[src/rtl/sdram_req_sched.sv]
// sdram_req_sched: arbitrates the single SDRAM controller between the camera
// write channel and the VGA read channel. One full-row (512-word) burst is
// outstanding at a time. Each channel has its own row counter, and the banks
// ping-pong per frame: the camera writes bank_sel while VGA reads the other bank.
// Optional build macro: SCHED_RR_EN (round-robin on ties; default is fixed write priority).
module sdram_req_sched #(
    parameter int WR_THRESH = 512,
    parameter int RD_THRESH = 512,
    parameter int MAX_ROWS  = 938
) (
    input  logic        clk,
    input  logic        rst_n,
    input  logic        wr_frame_start,
    input  logic        rd_frame_start,
    input  logic        rd_enable,
    input  logic [10:0] wr_fifo_used,
    input  logic [10:0] rd_fifo_used,
    output logic        wr_sdram_req,
    input  logic        wr_sdram_ack,
    output logic [23:0] wr_sdram_add,
    output logic        rd_sdram_req,
    input  logic        rd_sdram_ack,
    output logic [23:0] rd_sdram_add,
    output logic        bank_sel,
    output logic        wr_ovf,
    output logic        busy
);

    typedef enum logic [1:0] {
        IDLE = 2'd0,
        WR   = 2'd1,
        RD   = 2'd2,
        GAP  = 2'd3
    } state_t;

    localparam logic [12:0] MAX_ROW_C = 13'(MAX_ROWS);
    localparam logic [10:0] WR_TH_C   = 11'(WR_THRESH);
    localparam logic [10:0] RD_TH_C   = 11'(RD_THRESH);

    state_t      state_r;
    state_t      state_nxt_s;
    logic [12:0] wr_row_r;
    logic [12:0] rd_row_r;
    logic        rd_bank_r;
    logic        wr_pend_r;
    logic        rd_pend_r;
    logic        wr_elig_s;
    logic        rd_elig_s;
    logic        grant_wr_s;
    logic        grant_rd_s;
    logic        wr_apply_s;
    logic        rd_apply_s;
    logic        wr_done_s;
    logic        rd_done_s;
`ifdef SCHED_RR_EN
    logic        last_wr_r;   // 1: the most recent grant went to write
`endif

    assign wr_elig_s  = (wr_fifo_used >= WR_TH_C) && (wr_row_r < MAX_ROW_C);
    assign rd_elig_s  = rd_enable && (rd_fifo_used <= RD_TH_C) && (rd_row_r < MAX_ROW_C);
    // A pending frame start never retargets an in-flight burst of its own channel
    assign wr_apply_s = wr_pend_r && (state_r != WR);
    assign rd_apply_s = rd_pend_r && (state_r != RD);
    assign wr_done_s  = (state_r == WR) && wr_sdram_ack;
    assign rd_done_s  = (state_r == RD) && rd_sdram_ack;

    // Arbitration: decide which channel, if any, IDLE grants this cycle
    always_comb begin
        grant_wr_s = 1'b0;
        grant_rd_s = 1'b0;
        if (state_r == IDLE) begin
`ifdef SCHED_RR_EN
            if (wr_elig_s && rd_elig_s) begin
                grant_wr_s = ~last_wr_r;
                grant_rd_s = last_wr_r;
            end else begin
                grant_wr_s = wr_elig_s;
                grant_rd_s = rd_elig_s;
            end
`else
            grant_wr_s = wr_elig_s;
            grant_rd_s = rd_elig_s && !wr_elig_s;
`endif
        end else begin
            grant_wr_s = 1'b0;
            grant_rd_s = 1'b0;
        end
    end

    // Next-state logic for the burst scheduler
    always_comb begin
        state_nxt_s = state_r;
        case (state_r)
            IDLE: begin
                if (grant_wr_s) begin
                    state_nxt_s = WR;
                end else if (grant_rd_s) begin
                    state_nxt_s = RD;
                end else begin
                    state_nxt_s = IDLE;
                end
            end
            WR: begin
                if (wr_sdram_ack) begin
                    state_nxt_s = GAP;
                end else begin
                    state_nxt_s = WR;
                end
            end
            RD: begin
                if (rd_sdram_ack) begin
                    state_nxt_s = GAP;
                end else begin
                    state_nxt_s = RD;
                end
            end
            GAP:     state_nxt_s = IDLE;
            default: state_nxt_s = IDLE;
        endcase
    end

    // State register
    always_ff @(posedge clk or negedge rst_n) begin
        if (!rst_n) begin
            state_r <= IDLE;
        end else begin
            state_r <= state_nxt_s;
        end
    end

    // Requests, addresses, row counters, bank ping-pong and status flags
    always_ff @(posedge clk or negedge rst_n) begin
        if (!rst_n) begin
            wr_sdram_req <= 1'b0;
            wr_sdram_add <= 24'h000000;
            rd_sdram_req <= 1'b0;
            rd_sdram_add <= 24'h000000;
            wr_row_r     <= 13'd0;
            rd_row_r     <= 13'd0;
            bank_sel     <= 1'b0;
            rd_bank_r    <= 1'b0;
            wr_pend_r    <= 1'b0;
            rd_pend_r    <= 1'b0;
            wr_ovf       <= 1'b0;
            busy         <= 1'b0;
        end else begin
            // Address is latched at grant time from the pre-apply row and bank
            if (grant_wr_s) begin
                wr_sdram_req <= 1'b1;
                wr_sdram_add <= {1'b0, bank_sel, wr_row_r, 9'd0};
            end else if (wr_done_s) begin
                wr_sdram_req <= 1'b0;
            end

            if (grant_rd_s) begin
                rd_sdram_req <= 1'b1;
                rd_sdram_add <= {1'b0, rd_bank_r, rd_row_r, 9'd0};
            end else if (rd_done_s) begin
                rd_sdram_req <= 1'b0;
            end

            if (wr_apply_s) begin
                wr_row_r <= 13'd0;
            end else if (wr_done_s && (wr_row_r < MAX_ROW_C)) begin
                wr_row_r <= wr_row_r + 13'd1;
            end

            if (rd_apply_s || (!rd_enable && (state_r != RD))) begin
                rd_row_r <= 13'd0;
            end else if (rd_done_s && (rd_row_r < MAX_ROW_C)) begin
                rd_row_r <= rd_row_r + 13'd1;
            end

            // Repeated start pulses while pending collapse into one toggle
            if (wr_apply_s) begin
                wr_pend_r <= 1'b0;
                bank_sel  <= ~bank_sel;
            end else if (wr_frame_start) begin
                wr_pend_r <= 1'b1;
            end

            // VGA reads the bank the camera most recently finished
            if (rd_apply_s) begin
                rd_pend_r <= 1'b0;
                rd_bank_r <= ~bank_sel;
            end else if (rd_frame_start) begin
                rd_pend_r <= 1'b1;
            end

            if (wr_apply_s) begin
                wr_ovf <= 1'b0;
            end else if ((wr_fifo_used >= WR_TH_C) && (wr_row_r == MAX_ROW_C)) begin
                wr_ovf <= 1'b1;
            end

            busy <= (state_nxt_s == WR) || (state_nxt_s == RD);
        end
    end

`ifdef SCHED_RR_EN
    // Remember which channel got the most recent grant; resets to read
    always_ff @(posedge clk or negedge rst_n) begin
        if (!rst_n) begin
            last_wr_r <= 1'b0;
        end else if (grant_wr_s) begin
            last_wr_r <= 1'b1;
        end else if (grant_rd_s) begin
            last_wr_r <= 1'b0;
        end
    end
`endif

endmodule

[config.mk]
export PLATFORM = sky130hd
export DESIGN_NAME = sdram_req_sched
export DESIGN_NICKNAME = d
export VERILOG_FILES = /design/src/rtl/sdram_req_sched.sv
export SDC_FILE = /design/constraint.sdc
export NUM_CORES = 1
export LEC_CHECK = 0
export ABC_AREA = 1
export BUFFER_PORTS_ARGS = -buffer_cell sky130_fd_sc_hd__buf_2
export CORE_MARGIN = 2
export CORE_UTILIZATION = 55
export CTS_CLUSTER_DIAMETER = 60
export DETAILED_ROUTE_END_ITERATION = 8
export PLACE_DENSITY = 0.82
export SETUP_SLACK_MARGIN = 0.1
export SYNTH_ARGS = -nofsm -noshare
export SYNTH_HDL_FRONTEND = slang
export SYNTH_SLANG_ARGS = --single-unit
[constraint.sdc]
create_clock -name clk -period 4.5 [get_ports clk]
set_clock_uncertainty 0.1 [all_clocks]
set_input_delay 1.125 -clock clk [delete_from_list [all_inputs] [get_ports clk]]
set_output_delay 1.125 -clock clk [all_outputs]
set_load 0.005 [all_outputs]
Word-level counts from Yosys, hierarchy flattened
Index checks and enable logic that the tools add are counted.

Register bits after elaboration: 64. Input bits: 29. Word-level logic and storage cells: 73.

Add/sub/neg operators: 2. Order comparisons: 4. Eq/ne operators: 8. Mux-type cells: 21. Bitwise operators: 1. Reductions and logical operators: 24.

Operators by type and width (number): two-way mux 13 bit (4); adder 13 x 1 -> 13 bit (second input constant) (2); < comparator 13 x 10 -> 1 bit (second input constant) (2); nonzero test 2 bit (7); == test 13 x 10 -> 1 bit (second input constant) (1); two-way mux 1 bit (13); logical AND 1 bit (12); >= comparator 11 x 10 -> 1 bit (second input constant) (1); <= comparator 11 x 10 -> 1 bit (second input constant) (1); case mux 2 bit (4 select lines) (1); == test 2 bit (second input constant) (3); two-way mux 2 bit (3); == test 2 x 1 -> 1 bit (second input constant) (2); zero test 1 bit (2); zero test 2 bit (1); logical OR 1 bit (2); != test 2 x 1 -> 1 bit (second input constant) (1); != test 2 bit (second input constant) (1); NOT 1 bit (1).

Depth between registers and ports, before layout
Depth after elaboration: 10. Mapped depth: 9.

Worst setup path after synthesis
No wires, ideal clock.

Kind: input port to flip-flop. From: input port rd_fifo_used[6]. To: register rd_sdram_add[14]. Setup time: 0.120 ns. Arrival time: 1.904 ns. Required time: 4.280 ns. Path slack: 2.376 ns. Stages: 9. Path buffers: 1. Path through: nor2_1 nand2_1 nor2_1 nand2_1 a21oi_4 nand3_4 buf_6 nand2_2 o21ai_2.

Longest elaborated chain between the ends: 5.

Ends and longest elaborated chain: start: declaration (line 17) `input logic [10:0] rd_fifo_used,`; <= comparator 11 x 10 -> 1 bit (line 60) `assign rd_elig_s = rd_enable && (rd_fifo_used <= RD_TH_C) && (rd_row_r < MAX_ROW_C);`; logical AND 1 bit (2 in a row) (line 60); logical AND 1 bit (line 82) `grant_rd_s = rd_elig_s && !wr_elig_s;`; two-way mux 1 bit (line 71) `if (state_r == IDLE) begin`; end signal: assignment (line 157) `rd_sdram_add <= {1'b0, rd_bank_r, rd_row_r, 9'd0};`; end: declaration (line 23) `output logic [23:0] rd_sdram_add,`.

Every way passes these cells. A chain may end at the register's enable or synchronous reset.

Final worst setup path
From: register bank_sel. To: output port bank_sel.

RTL lines: start: declaration (line 24) `output logic bank_sel,`; start signal: assignment (line 177) `bank_sel <= ~bank_sel;`.

No word-level cell between the ends.

==> impl_metrics.json <==
{
  "status": "finished clean",
  "clk_latency_ns": 0.33,
  "start_util": 0.561,
  "die_w_um": 81.0,
  "ys_seq_elements": 64,
  "rows": 28,
  "final_hold_viol_count": 0,
  "antenna_found_initial": 0,
  "cap_violations": 0,
  "worst-slew-pin-transition_ns": 0.944,
  "dpl.hpwl_um": 4510,
  "path_class": "reg -> out",
  "die_h_um": 81.0,
  "vdd_ir_drop_max_uv": 253,
  "power.density_nw_per_um2": 443,
  "gp_congestion": 0.912,
  "worstPathMaxFanout": 4,
  "drc": 0,
  "ys_types": 31,
  "numClockSinks": 64,
  "yosys-top-cells-area": "dfrtp_1 (49%), nand2_1 (9.0%), inv_1 (5.3%)",
  "slew_violations": 0,
  "vias_per_cell": 5.03,
  "grt_max_degree": 45,
  "cp.required_ns": 3.27,
  "cts_tree": "yes",
  "core-area_sq_um": 5820,
  "synthCells": 374,
  "max_clock_freq_mhz": 466,
  "cts_root_buffer": "clkbuf_8",
  "min_period_ns": 2.15,
  "cts_resized": 0,
  "synth_top_area_frac": 0.491,
  "cts_max_level": 3,
  "final_common_cell": "nand2_1",
  "clockBufferDepth": 2,
  "n_antenna_cell": 0,
  "fin_tns_setup_ns": 0,
  "path_cells": "buf_2",
  "yosys_warnings": 0,
  "hold_path.class": "reg -> reg",
  "yosysTopAreaCell": "dfrtp_1",
  "maxSlewHeadroom": 0.371,
  "placed_area_sq_um": 3490,
  "crit_family": "flip-flops",
  "dieArea_sq_um": 6560,
  "final_cell_mix": "nand2_1 (78), dfrtp_1 (64), buf_2 (52)",
  "hold_buffers": 0,
  "syn_to_final_growth_pct": 13.3,
  "place_inst": 495,
  "num-nets-final": 463,
  "drt-initial-drc-count": 141,
  "postRouteAntennaNets": 0,
  "min_period_over_period": 0.477,
  "stdcell_count": 511,
  "grt_usage": 0.202,
  "synth_area_sq_um": 3260,
  "grt_pass1_wl_um": 10300,
  "synth_flop_cell": "dfrtp_1",
  "critPathMaxStageDelay_ns": 0.44,
  "place_worst_setup_slack_ns": 2.02,
  "rsz0062_at_grt": "false",
  "drt_wl_total_um": 6100,
  "async_flop_share": 1.00,
  "crit_slowest_cell": "dfrtp_1",
  "drive_gt1_frac": 0.275,
  "stdcell_area_sq_um": 3690,
  "seq_area_frac_synth": 0.491,
  "numCtsBuffers": 9,
  "total_power_uw": 1640,
  "gr-total-overflow": 0,
  "portBuffers": 52,
  "wl_per_cell_um": 11.9,
  "num_vias": 2572,
  "grt_pass1_vias": 2358,
  "post_cts_buffers": 0,
  "critPathLaunchType": "register",
  "setup_viol": 0,
  "synth_edf_count": 0,
  "cp.arrival_ns": 0.92,
  "leakagePower_uw": 0.00193,
  "drt_pre_antenna_iters": 5,
  "ios": 82,
  "syn-mean-instance-area_sq_um": 8.72,
  "clk_pin_slew_worst_paths_ns": 0.07,
  "crit_buf_inv": 1,
  "setup_ws_ns": 2.35,
  "end_kind": "output pin"
}
-- path summary, 6_finish.rpt --
kind                       cells past startpoint  slack (ns)                            to                          from
max in group asynchronous                      2        2.63       wr_row_r[8]$_DFFE_PN0P_                         rst_n
hold / removal                                 2        0.37  wr_sdram_add[16]$_DFFE_PN0P_  wr_sdram_add[16]$_DFFE_PN0P_
setup reg to reg                               8        2.63                busy$_DFF_PN0_       wr_row_r[8]$_DFFE_PN0P_
min in group asynchronous                      1        0.83  rd_sdram_add[21]$_DFFE_PN0P_                         rst_n
setup / recovery                               1        2.35                      bank_sel          bank_sel$_DFFE_PN0P_
hold reg to reg                                2        0.37  wr_sdram_add[16]$_DFFE_PN0P_  wr_sdram_add[16]$_DFFE_PN0P_
-- cell type report --
class | count | area [sq um]
clock buffers | 11 | 151
clock inverters | 5 | 55.1
well taps | 75 | 93.8
repair buffers | 54 | 275
multi-input cells | 250 | 1320
fillers | 485 | 2120
flip-flops and latches | 64 | 1600
inverters | 52 | 195
-- layer usage --
metal | part of all wire | GRT usage | wire, um
met5 | 0 | 0 | 0
met4 | 0.022 | 0.0881 | 133
met3 | 0.061 | 0.0333 | 371
met2 | 0.47 | 0.331 | 2850
met1 | 0.45 | 0.267 | 2740
-- per-stage QoR --
step	utilization	hold WS [ns]
global route	0.635	0.402
global placement	0.600	0.345
finish	0.635	0.374
detailed placement	0.600	0.359
floorplan	-	0.343
CTS	0.635	0.379
-- where the power goes --
| part | switching [uW] | leakage (uW) | internal [uW] |
|---|---|---|---|
| Sequential | 62.8 | 0.000860 | 661 |
| Combinational | 271 | 0.000971 | 141 |
| Clock | 219 | 0.000101 | 284 |
-- registers in the layout, summed over array words and instances, names as in the netlist --
signal,cells
wr_pend_r,1
wr_sdram_add,14
wr_ovf,1
state_r,2
busy,1
bank_sel,1
rd_bank_r,1
rd_pend_r,1
wr_row_r,13
rd_sdram_add,14
rd_row_r,13
wr_sdram_req,1
rd_sdram_req,1
-- cell families (layout without fill, tap and decap cells) --
family	after synthesis	in the layout	synth area share
DFF	64	64	0.491
buffers and inverters	79	122	0.125
and+or+nand+nor	180	180	0.270
adders and majority gates	3	3	0.0115
other	1	20	0.00115
xor gates and xnor gates	3	3	0.00806
AOI/OAI and AO/OA	44	44	0.0929
-- cell usage after synthesis (2+ instances only) --
cell type / count
dfrtp_1: 64
nand3_2: 2
o21ai_2: 18
nand4_1: 10
inv_2: 5
nor3_1: 5
nand3_4: 4
buf_4: 21
nor2_1: 42
buf_2: 2
a21oi_1: 7
nand2_1: 78
nand2_2: 12
xor2_1: 2
ha_1: 3
inv_1: 46
o21ai_0: 12
o21ai_1: 4
buf_6: 4
nand3_1: 17
nor2_4: 3
nor2_2: 4
Power figures use the tool's default switching activity.
